`src/rtl/hazard_ctrl_unit.sv`:
```
// rtl/hazard_ctrl_unit.sv - pipeline stall/flush/forward control with data-memory wait FSM.
// Optional perf counters are enabled by defining HAZARD_PERF_CNT_EN.
module hazard_ctrl_unit #(
  parameter int RA_W        = 5,
  parameter int MEM_TIMEOUT = 16,
  parameter int CNT_W       = 32
) (
  input  logic              CLK,
  input  logic              rst,
  input  logic [RA_W-1:0]   RsD,
  input  logic [RA_W-1:0]   RtD,
  input  logic [RA_W-1:0]   RsE,
  input  logic [RA_W-1:0]   RtE,
  input  logic [RA_W-1:0]   WriteRegE,
  input  logic [RA_W-1:0]   WriteRegM,
  input  logic [RA_W-1:0]   WriteRegW,
  input  logic              RegWriteE,
  input  logic              RegWriteM,
  input  logic              RegWriteW,
  input  logic              MemtoRegE,
  input  logic              MemtoRegM,
  input  logic              BranchD,
  input  logic              PCSrcD,
  input  logic              MemReqM,
  input  logic              MemReadyM,
  output logic              StallF,
  output logic              StallD,
  output logic              FlushD,
  output logic              StallE,
  output logic              StallM,
  output logic              FlushE,
  output logic [1:0]        ForwardAE,
  output logic [1:0]        ForwardBE,
  output logic              ForwardAD,
  output logic              ForwardBD,
  output logic              MemErr,
  output logic [CNT_W-1:0]  StallCnt,
  output logic [CNT_W-1:0]  FlushCnt
);

  localparam int TW = $clog2(MEM_TIMEOUT + 1);

  typedef enum logic [1:0] {S_IDLE, S_WAIT, S_ERR} state_t;

  state_t        state, state_next;
  logic [TW-1:0] wait_cnt, wait_cnt_next;
  logic          lwstall, brstall, memstall;

  // Register 0 is hardwired to zero, so it never creates a dependency.
  function automatic logic hit(input logic [RA_W-1:0] a, input logic [RA_W-1:0] b);
    return (a != '0) && (a == b);
  endfunction

  always_ff @(posedge CLK or posedge rst) begin
    if (rst) begin
      state    <= S_IDLE;
      wait_cnt <= '0;
    end else begin
      state    <= state_next;
      wait_cnt <= wait_cnt_next;
    end
  end

  always_comb begin
    state_next    = state;
    wait_cnt_next = wait_cnt;
    case (state)
      S_IDLE: begin
        wait_cnt_next = '0;
        if (MemReqM && !MemReadyM) state_next = S_WAIT;
      end
      S_WAIT: begin
        // A ready response always wins, even on the cycle the timeout would hit.
        if (MemReadyM) begin
          state_next    = S_IDLE;
          wait_cnt_next = '0;
        end else begin
          wait_cnt_next = wait_cnt + 1'b1;
          if (wait_cnt_next == TW'(MEM_TIMEOUT)) state_next = S_ERR;
        end
      end
      S_ERR:   state_next = S_ERR;
      default: state_next = S_IDLE;
    endcase
  end

  always_comb begin
    lwstall  = MemtoRegE && (hit(RtE, RsD) || hit(RtE, RtD));
    brstall  = BranchD &&
               ((RegWriteE && (hit(WriteRegE, RsD) || hit(WriteRegE, RtD))) ||
                (MemtoRegM && (hit(WriteRegM, RsD) || hit(WriteRegM, RtD))));
    memstall = (state == S_ERR) || (MemReqM && !MemReadyM);

    StallF    = 1'b0;
    StallD    = 1'b0;
    StallE    = 1'b0;
    StallM    = 1'b0;
    FlushD    = 1'b0;
    FlushE    = 1'b0;
    ForwardAE = 2'b00;
    ForwardBE = 2'b00;
    ForwardAD = 1'b0;
    ForwardBD = 1'b0;
    MemErr    = 1'b0;
    if (!rst) begin
      StallF = lwstall || brstall || memstall;
      StallD = StallF;
      StallE = memstall;
      StallM = memstall;
      FlushE = (lwstall || brstall) && !memstall;
      FlushD = PCSrcD && !StallD;
      if (RegWriteM && hit(WriteRegM, RsE))      ForwardAE = 2'b10;
      else if (RegWriteW && hit(WriteRegW, RsE)) ForwardAE = 2'b01;
      if (RegWriteM && hit(WriteRegM, RtE))      ForwardBE = 2'b10;
      else if (RegWriteW && hit(WriteRegW, RtE)) ForwardBE = 2'b01;
      ForwardAD = RegWriteM && hit(WriteRegM, RsD);
      ForwardBD = RegWriteM && hit(WriteRegM, RtD);
      MemErr    = (state == S_ERR);
    end
  end

`ifdef HAZARD_PERF_CNT_EN
  always_ff @(posedge CLK or posedge rst) begin
    if (rst) begin
      StallCnt <= '0;
      FlushCnt <= '0;
    end else begin
      if (StallD && (StallCnt != '1))               StallCnt <= StallCnt + 1'b1;
      if ((FlushD || FlushE) && (FlushCnt != '1))   FlushCnt <= FlushCnt + 1'b1;
    end
  end
`else
  assign StallCnt = '0;
  assign FlushCnt = '0;
`endif

endmodule
```
`config.mk`:
```
export PLATFORM = sky130hd
export DESIGN_NAME = hazard_ctrl_unit
export DESIGN_NICKNAME = d
export VERILOG_FILES = /design/src/rtl/hazard_ctrl_unit.sv
export SDC_FILE = /design/constraint.sdc
export NUM_CORES = 1
export LEC_CHECK = 0
export ABC_AREA = 1
export ABC_CLOCK_PERIOD_IN_PS = 1300
export CORE_MARGIN = 5
export CORE_UTILIZATION = 25
export CTS_BUF_LIST = sky130_fd_sc_hd__clkbuf_8
export DETAILED_ROUTE_END_ITERATION = 10
export PLACE_DENSITY_LB_ADDON = 0.15
export SYNTH_ARGS = -nofsm -noshare
export SYNTH_HDL_FRONTEND = slang
export SYNTH_SLANG_ARGS = --single-unit
export TNS_END_PERCENT = 5
```
`constraint.sdc`:
```
create_clock -name CLK -period 1.3 [get_ports CLK]
set_input_delay 0.195 -clock CLK [delete_from_list [all_inputs] [get_ports CLK]]
set_output_delay 0.195 -clock CLK [all_outputs]
set_load 0.05 [all_outputs]
```
==> summary.txt <==
result of the run -> finished, violations left
violated checks -> setup timing
Syn. warnings -> 0
count of final setup violators -> 14
post-route clock skew -> 0.00241 ns
via total after detailed routing -> 1809
vertical die dimension -> 94.5 µm
leading cell type by number of instances after synthesis -> buf_4
final antenna diode count -> 0
clk buf depth -> 2
total of max-cap violations -> 0
initial standard-cell utilization of the core -> 0.260
aggregate global routing overflow -> 0
CP Cell Sequence -> buf_2, buf_6, xor2_1, a21oi_1, nand4_1, nand2_2, nand3_4, nand2_4, nand2_4, nand2_4, buf_12
Hold Violations, Final -> 0
post-synth top area cell -> buf_4
initial antenna violation count -> 0
largest net degree at the start of global routing -> 11
share of the cycle needed by the critical path after routing -> 1.21
synthesis-stage register bit count -> 7
DRC errors left -> 0
full die area -> 0.00893 mm²
kind of end point of the critical path -> output port
time the final worst path needs with I/O delays and setup -> 1.57 ns
routed vias/inst -> 3.78
root cell of the clock tree -> clkbuf_8
DR pass1 iterations -> 4
last weighted congestion value of the routability-driven placer -> 0.820
CP Buf/Inv Count -> 3
async set or reset register ratio after synthesis -> 1.00
GRT Overall Usage -> 0.114
placed cell count -> 471
core footprint -> 0.00687 mm²
clock-pin slew of the registers on the worst-case setup and hold paths -> 0.04 ns
kind of cell adding the most delay to the critical path -> simple AND/OR/NAND/NOR gates
area grow syn2layout -> 64.2%
average detailed-routed wire length per instance -> 11.2 µm
gate count of the mapped netlist -> 282
Max Transition Viols Final -> 0
worst min path class -> input port to asynchronous set/reset pin
CTS Buf Count -> 3
biggest cell delay along the critical path -> 0.14 ns
width of the chip -> 94.5 µm
startpoint types -> input port
worst setup path category -> input port to output port
worst-case register-to-register setup slack -> -0.10 ns
placed instance area -> 0.00271 mm²
post-route non-filler standard cell count -> 478
share of layout cells above drive strength 1 -> 0.408
proportion of synthesized chip area in sequential cells -> 0.0982
top flip-flop cell by instance count after synthesis -> dfrtp_1
area of all placed cells without fillers -> 0.00293 mm²
top achievable clock speed -> 637 MHz
portion of synthesized cell area occupied by the leading cell type -> 0.282
clock network latency to the later pin of the worst-skew pair -> 0.22 ns
Final Routed Wirelength -> 5.34 mm
Max rail drop VDD -> 0.000535 V
launch point of the critical path -> RtD[4]
most used standard cells in the synthesized netlist -> buf_4 (67), nand2_1 (49), inv_1 (30), nor2_1 (27), xor2_1 (19)
Antenna Violating Nets Remaining -> 0
overall power after layout -> 2.26 mW
post-route worst setup slack -> -0.270 ns
post-synthesis cell type count -> 33
final-stage net count -> 430
wire length of the first global-routing pass -> 8.24 mm
leakage power figure -> 1.53 nW
1st-iter DRT viols -> 34
largest fanout on the critical path -> 3
depth of the CTS H-tree -> 1
number of flops mapped to enable cells by yosys -> 0
CP dominant cell by count -> nand2_4
data required time of the critical path -> 1.11 ns
reg2reg end -> state[1]$_DFFE_PP0P_
via count of the first global-routing pass -> 1735
combined area of all synthesized cells -> 0.00178 mm²
Post-DP HPWL -> 4.62 mm
number of cell instances on the worst register-to-register path -> 7
RSZ-0062 raised after global routing -> yes
arrival time reported for the critical path endpoint -> 1.37 ns
count of input and output buffers -> 58
ratio of total power to cell area -> 773 mW/mm²
Worst path slowest cell -> buf_12
FF-to-FF Start -> wait_cnt[1]$_DFFE_PP0P_
number of sinks driven by the clock tree -> 7
largest cells by area after synthesis -> buf_4 (28%), nand2_1 (10%), dfrtp_1 (9.8%), xor2_1 (9.3%), xnor2_1 (6.9%)
Mapped Avg Cell Area -> 6.33 µm²
clock tree from TritonCTS -> built
total number of placement rows -> 30
number of primary I/O pins -> 123
-- through the flow --
| step | hold WS (ns) | setup TNS, ns | setup slack, ns | util |
|---|---|---|---|---|
| floorplan | 0.0312 | -1.92 | -0.259 | - |
| global placement | 0.536 | -7.86 | -0.853 | 0.395 |
| detailed placement | 0.542 | -7.99 | -0.825 | 0.395 |
| CTS | 0.121 | -2.26 | -0.283 | 0.413 |
| global route | 0.139 | -3.44 | -0.345 | 0.427 |
| finish | 0.124 | -2.17 | -0.270 | 0.427 |
-- power by group --
group / internal [mW] / total (mW) / switching [mW]
Combinational: 0.614 / 1.66 / 1.05
Clock: 0.204 / 0.297 / 0.0925
Sequential: 0.274 / 0.304 / 0.0302
-- how the worst max path moves through the flow --
stage | end | cells past startpoint
5_1_grt | StallD | 13
4_1_cts | StallD | 15
3_3_place_gp | ForwardBE[1] | 8
3_5_place_dp | ForwardBE[1] | 8
2_1_floorplan | FlushE | 9
6_report | StallD | 11
-- layer usage --
metal,vias up,global-route usage,share of wire
met5,-,0,0
met4,0,0.00721,0
met3,0,0.0311,0.092
met2,76,0.192,0.47
met1,789,0.152,0.44
li1,944,-,-
-- cell usage in the layout, fill, tap and decap left out, types with 7 or more instances in the layout --
| cell | instances |
|---|---|
| conb_1 | 64 |
| buf_4 | 42 |
| nand2_1 | 38 |
| inv_1 | 24 |
| nor2_1 | 20 |
| xor2_1 | 19 |
| buf_2 | 18 |
| buf_12 | 13 |
| inv_2 | 11 |
| dlygate4sd2_1 | 11 |
| buf_6 | 10 |
| nand2_2 | 9 |
| xnor2_1 | 8 |
| dfrtp_1 | 7 |
-- registers in the layout, indices dropped and copies added (netlist names) --
register / count
wait_cnt: 5
state: 2
-- area by class of cell --
class | instances | area [µm²]
fill | 745 | 3940
sequential | 7 | 175
tap | 96 | 120
timing repair buffer | 105 | 1000
inverter | 37 | 141
clock buffer | 3 | 41.3
clock inverter | 1 | 3.75
multi-input combinational | 229 | 1440
-- cells by family (layout without fill, tap and decap cells) --
logic type	Yosys count	in the layout	share of synthesized area
buffers and inverters	109	146	0.381
other	1	64	0.00210
AND/OR/NAND/NOR	109	109	0.271
adder cells (fa/ha/maj)	1	1	0.00701
AO/OA/AOI/OAI	22	22	0.0785
XOR/XNOR	33	33	0.162
flip-flops	7	7	0.0982
-- worst reg2reg max path, cell delays in order, from the launching register on --
cell      delay [ns]
dfrtp_1         0.39
ha_1            0.20
nand2_1         0.10
nor2_1          0.05
xor2_1          0.15
o21ai_1         0.17
nand2_1         0.08
a211oi_1        0.17
-- timing repair --
item,CTS,global route
buffers inserted,3,1
pin swaps,40,19
hold buffers,0,0
gates resized for setup,185,25
cloned,0,0
setup endpoints to repair,15,16
No activity file was read; power rests on OpenSTA's default activity.
